===== src/rtl/csr_access_arbiter_if.sv =====
// csr_access_arbiter_if -- bus bundle for the CSR access arbiter.
//
// Carries both requester channels (core, dbg) and the CSR-file side.
//   core_* / dbg_* : valid/ready request handshake, addr/cmd/wdata payload,
//                    rvalid/rdata/illegal response
//   csr_*          : addr/we/wdata toward the CSR file, rdata back (combinational)
// Modports:
//   slave  : arbiter view (requests in, responses and CSR strobes out)
//   master : environment view (requesters plus CSR file model)
interface csr_access_arbiter_if #(
  parameter int DATA_W = 32,
  parameter int ADDR_W = 12
);
  logic              core_valid;
  logic              core_ready;
  logic [ADDR_W-1:0] core_addr;
  logic [1:0]        core_cmd;
  logic [DATA_W-1:0] core_wdata;
  logic              core_rvalid;
  logic [DATA_W-1:0] core_rdata;
  logic              core_illegal;

  logic              dbg_valid;
  logic              dbg_ready;
  logic [ADDR_W-1:0] dbg_addr;
  logic [1:0]        dbg_cmd;
  logic [DATA_W-1:0] dbg_wdata;
  logic              dbg_rvalid;
  logic [DATA_W-1:0] dbg_rdata;
  logic              dbg_illegal;

  logic [ADDR_W-1:0] csr_addr;
  logic [DATA_W-1:0] csr_rdata;
  logic              csr_we;
  logic [DATA_W-1:0] csr_wdata;

  modport slave (
    input  core_valid, core_addr, core_cmd, core_wdata,
    output core_ready, core_rvalid, core_rdata, core_illegal,
    input  dbg_valid, dbg_addr, dbg_cmd, dbg_wdata,
    output dbg_ready, dbg_rvalid, dbg_rdata, dbg_illegal,
    output csr_addr, csr_we, csr_wdata,
    input  csr_rdata
  );

  modport master (
    output core_valid, core_addr, core_cmd, core_wdata,
    input  core_ready, core_rvalid, core_rdata, core_illegal,
    output dbg_valid, dbg_addr, dbg_cmd, dbg_wdata,
    input  dbg_ready, dbg_rvalid, dbg_rdata, dbg_illegal,
    input  csr_addr, csr_we, csr_wdata,
    output csr_rdata
  );
endinterface


===== src/rtl/csr_access_arbiter.sv =====
// csr_access_arbiter -- read-modify-write CSR access engine shared by a core
// requester and an optional debug requester.
//
// Every access walks IDLE -> READ -> WRITE -> RESP, one cycle each:
//   IDLE  : grant one requester (ready pulse), latch its request
//   READ  : present the address, capture the current CSR value (old_val)
//   WRITE : write new_val back (write/set/clear), unless suppressed
//   RESP  : rvalid pulse to the granted requester with old_val and illegal
// cmd encoding: 00 read, 01 write, 10 set, 11 clear. Non-read commands to
// addr[ADDR_W-1:ADDR_W-2] == 2'b11 are illegal and never write.
//
// Ports:
//   clk, rst_n : clock, asynchronous active-low reset
//   bus        : csr_access_arbiter_if.slave (core_*, dbg_*, csr_*)
//   busy       : high whenever an access is in flight (not IDLE)
//
// Build option: define CSR_DBG_PORT_EN to enable the debug requester and
// round-robin arbitration. Without it the dbg_* inputs are ignored, dbg_*
// outputs are tied low and the core is always the one granted.
module csr_access_arbiter #(
  parameter int DATA_W = 32,
  parameter int ADDR_W = 12
) (
  input  logic                 clk,
  input  logic                 rst_n,
  csr_access_arbiter_if.slave  bus,
  output logic                 busy
);

  localparam logic [1:0] CMD_READ  = 2'b00;
  localparam logic [1:0] CMD_WRITE = 2'b01;
  localparam logic [1:0] CMD_SET   = 2'b10;
  localparam logic [1:0] CMD_CLEAR = 2'b11;

  typedef enum logic [1:0] {IDLE, READ, WRITE, RESP} state_e;

  typedef struct packed {
    logic [ADDR_W-1:0] addr;
    logic [1:0]        cmd;
    logic [DATA_W-1:0] wdata;
  } req_t;

  state_e            state_q, state_d;
  req_t              req_q, req_d;
  req_t              sel_req;
  logic              gnt_dbg_q, gnt_dbg_d;
  logic [DATA_W-1:0] old_q, old_d;
  logic [DATA_W-1:0] core_rdata_q, core_rdata_d;
  logic              core_ill_q, core_ill_d;
  logic [DATA_W-1:0] dbg_rdata_q, dbg_rdata_d;
  logic              dbg_ill_q, dbg_ill_d;

  logic              gnt_core, gnt_dbg;
  logic              illegal;
  logic              wr_en;
  logic [DATA_W-1:0] new_val;

  // ---------------------------------------------------------------------------
  // Arbitration (only meaningful in IDLE)
  // ---------------------------------------------------------------------------
`ifdef CSR_DBG_PORT_EN
  // rr_dbg_q: 1 when dbg wins a tie, i.e. core was granted last.
  // Cleared by reset so the first tie goes to the core.
  logic rr_dbg_q, rr_dbg_d;

  always_comb begin
    gnt_core = 1'b0;
    gnt_dbg  = 1'b0;
    rr_dbg_d = rr_dbg_q;
    if (state_q == IDLE) begin
      if (bus.core_valid && bus.dbg_valid) begin
        gnt_dbg  = rr_dbg_q;
        gnt_core = !rr_dbg_q;
      end else begin
        gnt_core = bus.core_valid;
        gnt_dbg  = bus.dbg_valid;
      end
    end
    if (gnt_core)     rr_dbg_d = 1'b1;
    else if (gnt_dbg) rr_dbg_d = 1'b0;
  end

  always_ff @(posedge clk or negedge rst_n) begin
    if (!rst_n) rr_dbg_q <= 1'b0;
    else        rr_dbg_q <= rr_dbg_d;
  end

  always_comb begin
    sel_req = '0;
    if (gnt_dbg) begin
      sel_req.addr  = bus.dbg_addr;
      sel_req.cmd   = bus.dbg_cmd;
      sel_req.wdata = bus.dbg_wdata;
    end else begin
      sel_req.addr  = bus.core_addr;
      sel_req.cmd   = bus.core_cmd;
      sel_req.wdata = bus.core_wdata;
    end
  end
`else
  assign gnt_core = (state_q == IDLE) && bus.core_valid;
  assign gnt_dbg  = 1'b0;

  always_comb begin
    sel_req       = '0;
    sel_req.addr  = bus.core_addr;
    sel_req.cmd   = bus.core_cmd;
    sel_req.wdata = bus.core_wdata;
  end

  logic unused_dbg;
  assign unused_dbg = ^{bus.dbg_valid, bus.dbg_addr, bus.dbg_cmd, bus.dbg_wdata,
                        dbg_rdata_q, dbg_ill_q};
`endif

  // ---------------------------------------------------------------------------
  // Modify step: operand vs. captured CSR value
  // ---------------------------------------------------------------------------
  assign illegal = (req_q.cmd != CMD_READ) && (req_q.addr[ADDR_W-1 -: 2] == 2'b11);

  always_comb begin
    new_val = old_q;
    case (req_q.cmd)
      CMD_WRITE: new_val = req_q.wdata;
      CMD_SET:   new_val = req_q.wdata | old_q;
      CMD_CLEAR: new_val = ~req_q.wdata & old_q;
      default:   new_val = old_q;
    endcase
  end

  // set/clear with a zero operand cannot change the CSR, so skip the write
  // strobe to keep side-effecting CSRs quiet.
  always_comb begin
    wr_en = (state_q == WRITE) && !illegal && (req_q.cmd != CMD_READ);
    if ((req_q.cmd == CMD_SET || req_q.cmd == CMD_CLEAR) && req_q.wdata == '0)
      wr_en = 1'b0;
  end

  // ---------------------------------------------------------------------------
  // FSM
  // ---------------------------------------------------------------------------
  always_comb begin
    state_d      = state_q;
    req_d        = req_q;
    gnt_dbg_d    = gnt_dbg_q;
    old_d        = old_q;
    core_rdata_d = core_rdata_q;
    core_ill_d   = core_ill_q;
    dbg_rdata_d  = dbg_rdata_q;
    dbg_ill_d    = dbg_ill_q;
    case (state_q)
      IDLE: begin
        if (gnt_core || gnt_dbg) begin
          state_d   = READ;
          req_d     = sel_req;
          gnt_dbg_d = gnt_dbg;
        end
      end
      READ: begin
        old_d   = bus.csr_rdata;
        state_d = WRITE;
      end
      WRITE: begin
        // Response registers load here so they are valid during RESP and
        // then simply hold until the next response to the same requester.
        if (gnt_dbg_q) begin
          dbg_rdata_d = old_q;
          dbg_ill_d   = illegal;
        end else begin
          core_rdata_d = old_q;
          core_ill_d   = illegal;
        end
        state_d = RESP;
      end
      RESP:    state_d = IDLE;
      default: state_d = IDLE;
    endcase
  end

  always_ff @(posedge clk or negedge rst_n) begin
    if (!rst_n) begin
      state_q      <= IDLE;
      req_q        <= '0;
      gnt_dbg_q    <= 1'b0;
      old_q        <= '0;
      core_rdata_q <= '0;
      core_ill_q   <= 1'b0;
      dbg_rdata_q  <= '0;
      dbg_ill_q    <= 1'b0;
    end else begin
      state_q      <= state_d;
      req_q        <= req_d;
      gnt_dbg_q    <= gnt_dbg_d;
      old_q        <= old_d;
      core_rdata_q <= core_rdata_d;
      core_ill_q   <= core_ill_d;
      dbg_rdata_q  <= dbg_rdata_d;
      dbg_ill_q    <= dbg_ill_d;
    end
  end

  // ---------------------------------------------------------------------------
  // Outputs
  // ---------------------------------------------------------------------------
  // ready is combinational from valid; gating with rst_n keeps it low while
  // reset is held even if a requester is already presenting valid.
  assign bus.core_ready   = rst_n && gnt_core;
  assign bus.core_rvalid  = (state_q == RESP) && !gnt_dbg_q;
  assign bus.core_rdata   = core_rdata_q;
  assign bus.core_illegal = core_ill_q;

`ifdef CSR_DBG_PORT_EN
  assign bus.dbg_ready    = rst_n && gnt_dbg;
  assign bus.dbg_rvalid   = (state_q == RESP) && gnt_dbg_q;
  assign bus.dbg_rdata    = dbg_rdata_q;
  assign bus.dbg_illegal  = dbg_ill_q;
`else
  assign bus.dbg_ready    = 1'b0;
  assign bus.dbg_rvalid   = 1'b0;
  assign bus.dbg_rdata    = '0;
  assign bus.dbg_illegal  = 1'b0;
`endif

  assign bus.csr_addr  = (state_q == READ || state_q == WRITE) ? req_q.addr : '0;
  assign bus.csr_we    = wr_en;
  assign bus.csr_wdata = (state_q == WRITE) ? new_val : '0;
  assign busy          = (state_q != IDLE);

endmodule


===== src/flat_wrapper.sv =====
// flat-port wrapper written by rule: the top's interface ports become plain ports
module csr_access_arbiter_flat 
#(
  parameter int DATA_W = 32,
  parameter int ADDR_W = 12
)
  (clk, rst_n, busy, bus_core_valid, bus_core_addr, bus_core_cmd, bus_core_wdata, bus_core_ready, bus_core_rvalid, bus_core_rdata, bus_core_illegal, bus_dbg_valid, bus_dbg_addr, bus_dbg_cmd, bus_dbg_wdata, bus_dbg_ready, bus_dbg_rvalid, bus_dbg_rdata, bus_dbg_illegal, bus_csr_addr, bus_csr_we, bus_csr_wdata, bus_csr_rdata);
  csr_access_arbiter_if #(.DATA_W(DATA_W), .ADDR_W(ADDR_W)) bus_i ();
  input  logic clk;
  input  logic rst_n;
  output logic busy;
  input wire logic [$bits(bus_i.core_valid)-1:0] bus_core_valid;
  input wire logic [$bits(bus_i.core_addr)-1:0] bus_core_addr;
  input wire logic [$bits(bus_i.core_cmd)-1:0] bus_core_cmd;
  input wire logic [$bits(bus_i.core_wdata)-1:0] bus_core_wdata;
  output wire logic [$bits(bus_i.core_ready)-1:0] bus_core_ready;
  output wire logic [$bits(bus_i.core_rvalid)-1:0] bus_core_rvalid;
  output wire logic [$bits(bus_i.core_rdata)-1:0] bus_core_rdata;
  output wire logic [$bits(bus_i.core_illegal)-1:0] bus_core_illegal;
  input wire logic [$bits(bus_i.dbg_valid)-1:0] bus_dbg_valid;
  input wire logic [$bits(bus_i.dbg_addr)-1:0] bus_dbg_addr;
  input wire logic [$bits(bus_i.dbg_cmd)-1:0] bus_dbg_cmd;
  input wire logic [$bits(bus_i.dbg_wdata)-1:0] bus_dbg_wdata;
  output wire logic [$bits(bus_i.dbg_ready)-1:0] bus_dbg_ready;
  output wire logic [$bits(bus_i.dbg_rvalid)-1:0] bus_dbg_rvalid;
  output wire logic [$bits(bus_i.dbg_rdata)-1:0] bus_dbg_rdata;
  output wire logic [$bits(bus_i.dbg_illegal)-1:0] bus_dbg_illegal;
  output wire logic [$bits(bus_i.csr_addr)-1:0] bus_csr_addr;
  output wire logic [$bits(bus_i.csr_we)-1:0] bus_csr_we;
  output wire logic [$bits(bus_i.csr_wdata)-1:0] bus_csr_wdata;
  input wire logic [$bits(bus_i.csr_rdata)-1:0] bus_csr_rdata;
  assign bus_i.core_valid = bus_core_valid;
  assign bus_i.core_addr = bus_core_addr;
  assign bus_i.core_cmd = bus_core_cmd;
  assign bus_i.core_wdata = bus_core_wdata;
  assign bus_core_ready = bus_i.core_ready;
  assign bus_core_rvalid = bus_i.core_rvalid;
  assign bus_core_rdata = bus_i.core_rdata;
  assign bus_core_illegal = bus_i.core_illegal;
  assign bus_i.dbg_valid = bus_dbg_valid;
  assign bus_i.dbg_addr = bus_dbg_addr;
  assign bus_i.dbg_cmd = bus_dbg_cmd;
  assign bus_i.dbg_wdata = bus_dbg_wdata;
  assign bus_dbg_ready = bus_i.dbg_ready;
  assign bus_dbg_rvalid = bus_i.dbg_rvalid;
  assign bus_dbg_rdata = bus_i.dbg_rdata;
  assign bus_dbg_illegal = bus_i.dbg_illegal;
  assign bus_csr_addr = bus_i.csr_addr;
  assign bus_csr_we = bus_i.csr_we;
  assign bus_csr_wdata = bus_i.csr_wdata;
  assign bus_i.csr_rdata = bus_csr_rdata;
  csr_access_arbiter #(.DATA_W(DATA_W), .ADDR_W(ADDR_W)) u_core (.clk(clk), .rst_n(rst_n), .bus(bus_i), .busy(busy));
endmodule

===== config.mk =====
export PLATFORM = sky130hd
export DESIGN_NAME = csr_access_arbiter_flat
export DESIGN_NICKNAME = d
export VERILOG_FILES = /design/src/rtl/csr_access_arbiter_if.sv /design/src/rtl/csr_access_arbiter.sv /design/src/flat_wrapper.sv
export SDC_FILE = /design/constraint.sdc
export NUM_CORES = 1
export LEC_CHECK = 0
export ABC_AREA = 0
export CAP_MARGIN = 40
export CORE_MARGIN = 2
export CORE_UTILIZATION = 45
export CTS_CLUSTER_SIZE = 28
export DETAILED_ROUTE_END_ITERATION = 16
export PLACE_DENSITY = 0.9
export SLEW_MARGIN = 20
export SYNTH_ARGS = -nofsm -noshare
export SYNTH_HDL_FRONTEND = slang
export SYNTH_SLANG_ARGS = --single-unit

===== constraint.sdc =====
create_clock -name clk -period 4.8 [get_ports clk]
set_input_delay 0.72 -clock clk [delete_from_list [all_inputs] [get_ports clk]]
set_output_delay 0.72 -clock clk [all_outputs]
set_load 0.05 [all_outputs]

==> results of run 1 <==
[power breakdown]
part           leakage, nW  switching (W)  internal [W]
logic                 1.56        0.00233       0.00161
clock network        0.290       0.000400      0.000827
registers             1.34       0.000388       0.00146
[worst paths after layout]
check	endpoint	slack [ns]	startpoint
max	bus_csr_wdata[9]	1.21	u_core.state_q[0]$_DFFE_PN0P_
min	u_core.old_q[9]$_DFFE_PN0N_	0.50	rst_n
max reg2reg	u_core.req_q[18]$_DFFE_PN0P_	2.76	u_core.state_q[0]$_DFFE_PN0P_
min reg2reg	u_core.req_q[41]$_DFFE_PN0P_	0.50	u_core.req_q[41]$_DFFE_PN0P_
max in group asynchronous	u_core.req_q[1]$_DFFE_PN0P_	3.08	rst_n
min in group clk	u_core.req_q[41]$_DFFE_PN0P_	0.50	u_core.req_q[41]$_DFFE_PN0P_
[synth_stat cells (all sizes together)]
| cell type | number |
|---|---|
| a21oi | 1 |
| a22oi | 32 |
| and2 | 12 |
| and3 | 1 |
| buf | 50 |
| clkbuf | 12 |
| conb | 1 |
| dfrtp | 113 |
| ha | 5 |
| inv | 5 |
| mux2 | 111 |
| nand2 | 3 |
| nand3 | 1 |
| nand4 | 1 |
| nor2 | 2 |
| nor2b | 32 |
| nor3 | 2 |
| nor4 | 7 |
| o2111ai | 1 |
| o211ai | 1 |
| o21ai | 32 |
| or2b | 1 |
| or4 | 1 |
| xor2 | 1 |
[flip-flops by register name, summed over array words and instances, names as in the netlist]
name                     cells
u_core.bus.core_illegal      1
u_core.bus.core_rdata       32
u_core.old_q                32
u_core.req_q                46
u_core.state_q               2
[area by class of cell]
cell class,instances,area [sq um]
flip-flops and latches,113,2828
repair buffers,170,1744
fillers,857,3930
clock buffers,26,509.2
clock inverters,5,75.07
inverters,5,18.77
well taps,143,178.9
multi-input cells,282,2281
[cells by family (layout without fill, tap and decap cells)]
logic type,count (synthesis),after routing,synth area share
flops,113,113,0.5253
mux,111,111,0.2322
compound gates,67,67,0.07833
buf+inv,67,206,0.07810
simple gates,63,63,0.07067
fa+ha+maj,5,5,0.01162
other cells,1,35,0.0006967
xor+xnor,1,1,0.003023
[through the flow]
step                setup slack, ns  instance area [sq um]  power (W)  std cells
floorplan                     2.142                   5510   0.004558        462
global placement              1.519                   6953   0.005570        709
detailed placement            1.607                   7023   0.005776        712
CTS                           1.173                   7607   0.007043        743
global route                  1.030                   7635   0.007377        744
finish                        1.212                   7635   0.007019        744
[metal layers]
metal | wire [um] | part of all wire | vias up | global-route usage
met1 | 5322 | 0.40 | 1939 | 0.2507
met2 | 6982 | 0.52 | 169 | 0.3725
met5 | 0 | 0 | - | 0
met3 | 894 | 0.067 | 23 | 0.06589
met4 | 210 | 0.016 | 0 | 0.08049
li1 | - | - | 1766 | -
==> run_results.csv, run 1 <==
group,metric,value,unit
status,status,"completed",
critical_path,worst-setup-path-type,"reg2out",
clock_tree,cts.sinks,113,
floorplanning,row_count,39,
synthesis,synth-seq-area-share,0.5253,
synthesis,synth_top_area_frac,0.5253,
synthesis,postSynthRegisterBits,113,
clock_tree,cts_hold_buffers,0,
power,power.density_cell_area,919.4,nW/um^2
final_layout,post_route_cells_drive_above_1_share,0.2529,
global_routing,antenna_violations_before_repair,0,
sta,post-route-min-period,3.588,ns
sta,timing.final.hold_violations,0,
global_routing,first_global_vias,4150,
clock_tree,cts_root_buf,"sky130_fd_sc_hd__clkbuf_16",
min_path,kind_of_path_behind_the_tightest_hold_check,"in2async",
critical_path,worst-r2r-cell-count,5,
clock_tree,clock_latency_late_sink,0.40,ns
final_layout,mostFrequentLayoutCell,"sky130_fd_sc_hd__clkdlybuf4s50_1",
floorplanning,chipWidth,113.4,um
synthesis,post_synth_inst_count,428,
sta,worst-slew-pin-transition,0.7498,ns
routing,detailedRoute.firstPassIterationCount,4,
clock_tree,clkTransAtPathRegs,0.05,ns
sta,hold_slack,0.4956,ns
critical_path,cp_num_buf_inv,3,
final_layout,n_antenna_cell,0,
power,peakVddDrop,0.8174,mV
final_layout,final_cell_mix,"sky130_fd_sc_hd__clkdlybuf4s50_1, sky130_fd_sc_hd__dfrtp_1, sky130_fd_sc_hd__mux2_2",
sta,layout_worst_path_cycle_share,0.7476,
sta,setup-tns-final,0,ns
floorplanning,start_util,0.4654,
floorplanning,die_y,113.4,um
final_layout,nNetsFinal,722,
placed_design,port_buffers,161,
global_routing,grt_first_pass_wirelength,21.25,mm
run,cap_viol_max_count,0,
power,p_leak,3.187,nW
global_routing,grt-ovfl-total,0,
sta,maxSlewViolCount,0,
clock_tree,count_of_cells_resized_by_post_cts_repair,0,
final_layout,flow.area_growth_from_synthesis,41.84,%
global_routing,pin_count_of_the_biggest_net_entering_global_routing,60,
synthesis,synthesis.yosys.warnings,0,
final_layout,finish.utilization,0.6602,
critical_path,cp_top_family,"buffers and inverters",
floorplanning,design.die.area,12850,sq um
routing,drt_first_iter_violations,215,
routing,routed_wire_length_per_instance,18.02,um
sta,max_slew_margin,0.4983,
critical_path,critPathArrivalTime,2.87,ns
critical_path,biggest_cell_delay_along_the_critical_path,0.82,ns
critical_path,cp-start-kind,"flip-flop",
critical_path,largest_fanout_on_the_critical_path,29,
synthesis,cell_type_with_the_largest_total_area_after_synthesis,"sky130_fd_sc_hd__dfrtp_1",
critical_path,cp_num_cells,5,
synthesis,top_cells_by_area_in_the_synthesized_netlist,"sky130_fd_sc_hd__dfrtp_1, sky130_fd_sc_hd__mux2_2, sky130_fd_sc_hd__buf_4",
synthesis,synth_cell_types,26,
sta,setup-violations-final,0,
clock_tree,cts_buffers,17,
clock_tree,cts_tree,"yes",
sta,rsz_0062_raised_after_global_routing,"no",
placed_design,gp_routability_congestion,0.7900,
floorplanning,floorplan.core_area,11560,sq um
routing,detail_route.vias_per_cell,5.238,
critical_path,crit_path_required_time,4.08,ns
clock_tree,post-cts-setup-buffer-count,0,
routing,route.detailed.drc,0,
clock_tree,cts_buffer_depth,2,
routing,totalWireLength,13.41,mm
routing,antenna_violating_nets_post_route,0,
routing,dr_total_vias,3897,
clock_tree,cts_htree_levels,4,
sta,fin_skew,0.005900,ns
floorplanning,ioPinCount,244,
placed_design,hpwl,9.419,mm
synthesis,syn_area_per_cell,12.58,sq um
critical_path,worst_setup_path_end_kind,"primary output",
critical_path,path_cells,"inv_1 > ha_2 > buf_4 > nor2b_1 > clkdlybuf4s50_1",
global_routing,grtUsageTotal,0.2145,
synthesis,post_synth_instance_area,5383,sq um
sta,max_freq,278.7,MHz
critical_path,cp_slowest_cell,"sky130_fd_sc_hd__clkdlybuf4s50_1",
Note: power is estimated with default switching activity, not from simulation.
==> run 2, diff against run 1 <==
--- a/config.mk
+++ b/config.mk
@@ -8,10 +8,10 @@
 export ABC_AREA = 0
 export CAP_MARGIN = 40
 export CORE_MARGIN = 2
-export CORE_UTILIZATION = 45
+export CORE_UTILIZATION = 38
 export CTS_CLUSTER_SIZE = 28
 export DETAILED_ROUTE_END_ITERATION = 16
-export PLACE_DENSITY = 0.9
+export PLACE_DENSITY = 0.81
 export SLEW_MARGIN = 20
 export SYNTH_ARGS = -nofsm -noshare
 export SYNTH_HDL_FRONTEND = slang
==> constraint.sdc (replaced) <==
create_clock -name clk -period 3.2 [get_ports clk]
set_input_delay 0.48 -clock clk [delete_from_list [all_inputs] [get_ports clk]]
set_output_delay 0.48 -clock clk [all_outputs]
set_load 0.05 [all_outputs]
==> run 2 against run 1 <==
  * Critical path depth is the same
  * Non-clock buffer count stayed put
  * Sequential share of layout area fell by 1.6 points
  * Final cell count is 5.1% higher
  * Power up 56%
  * Setup slack worse by 0.90 ns
  * Count of clock-buffer cells in the layout fell by 7
  * Worst hold slack worse by 0.22 ns
  * Via count decreased by 1.5%
  * Clock power is 50% higher
  * Global-route usage down 2.9 points
  * Largest power group unchanged
  * Highest routed layer unchanged
==> run_results.csv, run 2 (same netlist as run 1, synthesis figures left out) <==
group,metric,value,unit
critical_path,cp-start-kind,"flip-flop",
routing,detail_route.vias_per_cell,4.908,
critical_path,cp_slowest_cell,"sky130_fd_sc_hd__dfrtp_1",
global_routing,grt-ovfl-total,0,
clock_tree,cts_root_buf,"sky130_fd_sc_hd__clkbuf_16",
clock_tree,cts_buffers,17,
critical_path,critPathArrivalTime,2.41,ns
floorplanning,floorplan.core_area,13880,sq um
power,power.density_cell_area,1371,nW/um^2
critical_path,largest_fanout_on_the_critical_path,17,
global_routing,pin_count_of_the_biggest_net_entering_global_routing,68,
critical_path,crit_path_required_time,2.72,ns
critical_path,cp_num_buf_inv,2,
power,peakVddDrop,0.7332,mV
final_layout,nNetsFinal,722,
final_layout,ff_latch_area,2828,sq um
floorplanning,ioPinCount,244,
final_layout,final_cell_mix,"sky130_fd_sc_hd__clkdlybuf4s50_1, sky130_fd_sc_hd__dfrtp_1, sky130_fd_sc_hd__mux2_2",
critical_path,worst_setup_path_startpoint,"u_core.req_q[32]$_DFFE_PN0P_",
sta,post-route-min-period,2.892,ns
sta,worst-slew-pin-transition,0.7204,ns
routing,drt_first_iter_violations,232,
sta,setup-tns-final,0,ns
routing,dr_total_vias,3838,
routing,routed_wire_length_per_instance,16.97,um
final_layout,largest_register_ff_count,46,
placed_design,hpwl,9.479,mm
routing,detailedRoute.firstPassIterationCount,5,
sta,rsz_0062_raised_after_global_routing,"no",
sta,hold_slack,0.2769,ns
sta,max_slew_margin,0.5197,
final_layout,post_route_cells_drive_above_1_share,0.3156,
clock_tree,post-cts-setup-buffer-count,0,
power,comb_power_share,0.579,
final_layout,filler_cell_count,1128,
global_routing,grtUsageTotal,0.1851,
floorplanning,start_util,0.3878,
critical_path,worst-setup-path-type,"reg2out",
power,p_int,0.006130,W
critical_path,cp_top_family,"flip-flops",
sta,max_freq,345.8,MHz
sta,maxSlewViolCount,0,
power,part_of_the_power_in_the_clock_network,0.169,
placed_design,gp_routability_congestion,0.7301,
clock_tree,cts_tree,"yes",
clock_tree,clkTransAtPathRegs,0.05,ns
sta,layout_worst_path_cycle_share,0.9037,
floorplanning,chipWidth,123.0,um
critical_path,biggest_cell_delay_along_the_critical_path,0.59,ns
final_layout,n_antenna_cell,0,
routing,antenna_violating_nets_post_route,0,
routing,totalWireLength,13.27,mm
routing,route.detailed.drc,0,
final_layout,multiInputGateArea,2281,sq um
clock_tree,clock_latency_late_sink,0.41,ns
critical_path,path_cells,"xor2_4 > buf_4 > a22oi_1 > nor2b_1 > buf_12",
global_routing,first_global_vias,3995,
global_routing,antenna_violations_before_repair,0,
power,power.switching_fraction,0.4398,
clock_tree,cts_buffer_depth,2,
power,seqPwrFrac,0.252,
sta,timing.final.hold_violations,0,
critical_path,reg2reg_launch_point,"u_core.state_q[0]$_DFFE_PN0P_",
clock_tree,cts_htree_levels,4,
status,status,"completed",
min_path,kind_of_path_behind_the_tightest_hold_check,"in2async",
sta,fin_skew,0.006854,ns
final_layout,mostFrequentLayoutCell,"sky130_fd_sc_hd__clkdlybuf4s50_1",
floorplanning,design.die.area,15130,sq um
sta,setup-violations-final,0,
placed_design,port_buffers,161,
final_layout,regMostFlops,"u_core.req_q",
run,cap_viol_max_count,0,
critical_path,worst_setup_path_end_kind,"primary output",
floorplanning,die_y,123.0,um
global_routing,grt_first_pass_wirelength,20.97,mm
power,power.net_switching,0.004813,W
final_layout,flow.area_growth_from_synthesis,48.26,%
power,p_leak,3.334,nW
clock_tree,cts.sinks,113,
floorplanning,row_count,43,
-- run 2: worst reg2reg max path, stage by stage, from the launching register on --
cell and delay [ns]:
sky130_fd_sc_hd__dfrtp_1 0.38, sky130_fd_sc_hd__inv_1 0.11, sky130_fd_sc_hd__ha_1 0.25, sky130_fd_sc_hd__nand2_2 0.48
sky130_fd_sc_hd__buf_12 0.28, sky130_fd_sc_hd__mux2_2 0.39
-- run 2: per-layer routing --
layer	track usage	part of all wire
met3	0.05858	0.070
met2	0.3052	0.50
met1	0.2296	0.42
met5	0	0
met4	0.06463	0.013
-- run 2: metrics by stage --
step	setup slack (ns)	util	cell area [sq um]	power, W	cells
floorplan	0.7823	-	5510	0.006837	462
global placement	0.5070	0.5291	7345	0.008933	748
detailed placement	0.4600	0.5322	7387	0.009157	750
CTS	0.009196	0.5747	7978	0.01105	782
global route	0.07811	0.5749	7980	0.01153	782
finish	0.3083	0.5749	7980	0.01094	782
-- run 2: final timing paths --
path	end	slack, ns	depth (start not counted)
min in group clk	u_core.req_q[39]$_DFFE_PN0P_	0.50	1
worst max register to register	u_core.req_q[26]$_DFFE_PN0P_	1.19	5
max in group asynchronous	u_core.bus.core_rdata[23]$_DFFE_PN0P_	2.45	2
worst max-delay path	bus_csr_wdata[21]	0.31	5
worst min register to register	u_core.req_q[39]$_DFFE_PN0P_	0.50	1
worst min-delay path	u_core.bus.core_rdata[7]$_DFFE_PN0P_	0.28	2
-- run 2: power groups by stage --
| stage | registers [W] | clock network [W] | logic [W] |
|---|---|---|---|
| floorplan | 0.00333 | 0 | 0.00351 |
| detailed placement | 0.00278 | 0 | 0.00637 |
| global route | 0.00287 | 0.00196 | 0.00670 |
| global placement | 0.00272 | 0 | 0.00621 |
| CTS | 0.00276 | 0.00189 | 0.00640 |
| finish | 0.00276 | 0.00185 | 0.00633 |
-- run 2: timing repair --
action / CTS / global route
hold buffers: 0 / 0
setup endpoints to repair: 0 / 1
resized for setup: 0 / 1
-- run 2: layout make-up --
class                      count  share of cell area
inverter                       5            0.002352
sequential                   113              0.3543
tap                          180             0.02822
timing repair buffer         170              0.2553
multi-input combinational    282              0.2858
clock buffer                  19             0.05676
clock inverter                13             0.01725
==> run 3, diff against run 2 <==
--- a/config.mk
+++ b/config.mk
@@ -11,6 +11,7 @@
 export CORE_UTILIZATION = 38
 export CTS_CLUSTER_SIZE = 28
 export DETAILED_ROUTE_END_ITERATION = 16
+export GPL_TIMING_DRIVEN = 0
 export PLACE_DENSITY = 0.81
 export SLEW_MARGIN = 20
 export SYNTH_ARGS = -nofsm -noshare
==> run 3 against run 2 <==
  * Sequential cell count is the same
  * Clock power is essentially flat
  * Combinational power shrank 8.1%
  * Critical path type unchanged
  * Critical endpoint is now bus_csr_addr[1]
  * Largest power group unchanged
  * Highest routed layer unchanged
==> run_results.csv, run 3 (same netlist as run 1, synthesis figures left out) <==
group,metric,value,unit
global_routing,grtUsageTotal,0.1899,
clock_tree,cts_buffers,17,
routing,antenna_violating_nets_post_route,0,
power,power.density_cell_area,1309,nW/um^2
min_path,kind_of_path_behind_the_tightest_hold_check,"in2async",
placed_design,gp_routability_congestion,0.7967,
global_routing,grt_first_pass_wirelength,21.63,mm
clock_tree,clkTransAtPathRegs,0.05,ns
floorplanning,chipWidth,123.0,um
floorplanning,ioPinCount,244,
routing,routed_wire_length_per_instance,16.74,um
critical_path,crit_path_required_time,2.72,ns
critical_path,worst_setup_path_startpoint,"u_core.state_q[0]$_DFFE_PN0P_",
critical_path,critPathCapture,"bus_csr_addr[1]",
sta,maxSlewViolCount,0,
sta,hold_slack,0.03118,ns
sta,worst-slew-pin-transition,0.5285,ns
sta,post-route-min-period,3.013,ns
placed_design,hpwl,10.35,mm
status,status,"completed",
critical_path,worst-r2r-cell-count,5,
placed_design,port_buffers,161,
routing,dr_total_vias,3979,
critical_path,worst-setup-path-type,"reg2out",
global_routing,pin_count_of_the_biggest_net_entering_global_routing,60,
routing,drt_first_iter_violations,204,
routing,detail_route.vias_per_cell,4.765,
floorplanning,row_count,43,
clock_tree,cts_htree_levels,4,
floorplanning,die_y,123.0,um
final_layout,flow.area_growth_from_synthesis,47.70,%
routing,route.detailed.drc,0,
critical_path,cp-start-kind,"flip-flop",
final_layout,filler_cell_count,1186,
floorplanning,start_util,0.3878,
critical_path,critPathArrivalTime,2.53,ns
critical_path,largest_fanout_on_the_critical_path,10,
final_layout,nNetsFinal,776,
routing,totalWireLength,13.98,mm
floorplanning,design.die.area,15130,sq um
sta,layout_worst_path_cycle_share,0.9416,
clock_tree,cts_root_buf,"sky130_fd_sc_hd__clkbuf_16",
critical_path,crit-reg2reg-capture,"u_core.req_q[19]$_DFFE_PN0P_",
floorplanning,floorplan.core_area,13880,sq um
routing,detailedRoute.firstPassIterationCount,5,
run,cap_viol_max_count,0,
power,report.power.total,0.01041,W
global_routing,antenna_violations_before_repair,0,
clock_tree,clock_latency_late_sink,0.41,ns
clock_tree,cts_tree,"yes",
sta,max_freq,331.9,MHz
final_layout,n_antenna_cell,0,
power,peakVddDrop,0.8828,mV
global_routing,first_global_vias,4227,
global_routing,grt-ovfl-total,0,
power,p_leak,3.571,nW
final_layout,final_cell_mix,"sky130_fd_sc_hd__clkdlybuf4s50_1, sky130_fd_sc_hd__dfrtp_1, sky130_fd_sc_hd__mux2_2",
sta,fin_skew,0.01224,ns
clock_tree,cts.sinks,113,
sta,timing.final.hold_violations,0,
final_layout,mostFrequentLayoutCell,"sky130_fd_sc_hd__clkdlybuf4s50_1",
clock_tree,cts_buffer_depth,2,
sta,max_slew_margin,0.6466,
final_layout,regMostFlops,"u_core.req_q",
critical_path,reg2reg_launch_point,"u_core.state_q[0]$_DFFE_PN0P_",
critical_path,worst_setup_path_end_kind,"primary output",
final_layout,largest_register_ff_count,46,
clock_tree,cts_hold_buffers,0,
sta,rsz_0062_raised_after_global_routing,"no",
final_layout,post_route_cells_drive_above_1_share,0.3267,
sta,setup-violations-final,0,
critical_path,reg2reg_slack,1.30,ns
[run 3: changes by cell type in the layout (fill, tap and decap cells not counted), sizes merged]
cell	delta
dlymetal6s2s	+6
clkinvlp	-6
buf	+8
clkbuf	+27
dlygate4sd2	+12
clkdlybuf4s15	+14
clkinv	-2
clkdlybuf4s50	-6
[run 3: cell type report]
class,count,area [sq um],share of cell area
buffer,62,406.6,0.05115
multi-input combinational,282,2262,0.2845
tap,180,225.2,0.02833
timing repair buffer,162,1625,0.2044
inverter,5,18.77,0.002361
clock buffer,26,509.2,0.06405
sequential,113,2828,0.3557
clock inverter,5,75.07,0.009443
[run 3: critical path, cell delays in order, from the launching register on]
cell and delay (ns):
sky130_fd_sc_hd__dfrtp_1 0.37, sky130_fd_sc_hd__inv_1 0.10, sky130_fd_sc_hd__ha_1 0.34, sky130_fd_sc_hd__clkbuf_1 0.33
sky130_fd_sc_hd__and2_1 0.19, sky130_fd_sc_hd__clkdlybuf4s50_1 0.80
[run 3: worst min-delay path by stage]
stage,start,end,slack (ns),depth (start not counted)
global placement,u_core.req_q[41]$_DFFE_PN0P_,u_core.req_q[41]$_DFFE_PN0P_,0.48,1
detailed placement,rst_n,u_core.bus.core_rdata[7]$_DFFE_PN0P_,0.48,1
global route,rst_n,u_core.bus.core_rdata[7]$_DFFE_PN0P_,0.07,1
CTS,rst_n,u_core.req_q[13]$_DFFE_PN0P_,0.04,1
floorplan,rst_n,u_core.bus.core_illegal$_DFFE_PN0P_,0.18,0
finish,rst_n,u_core.bus.core_rdata[7]$_DFFE_PN0P_,0.03,1
[run 3: stage by stage]
stage	instances	util	worst slack [ns]	instance area, sq um	TNS (ns)
finish	835	0.5727	0.1869	7950	0
global placement	803	0.5293	-3.175	7347	-288.97
CTS	835	0.5736	0.0008520	7961	0
floorplan	462	-	0.7823	5510	0
global route	835	0.5727	0.002285	7950	0
detailed placement	804	0.5314	-0.05738	7376	-0.3441
[run 3: where the power goes]
group	total, W	switching [W]	internal (W)
logic	0.00582	0.00353	0.00229
clock network	0.00186	0.000615	0.00124
registers	0.00273	0.000548	0.00219
total	0.0104	0.00469	0.00571
[run 3: metal layers]
layer / vias up / part of all wire / GRT usage
met5: - / 0 / 0
met4: 0 / 0.0089 / 0.06534
met3: 14 / 0.073 / 0.06596
met2: 152 / 0.51 / 0.3242
met1: 1934 / 0.41 / 0.2224
li1: 1879 / - / -
[run 3: what timing repair did]
item,in CTS,in global routing
resized for setup,67,18
hold endpoints to repair,0,0
pin swaps,0,0
buffers inserted,0,0
endpoints found under the setup margin,33,25
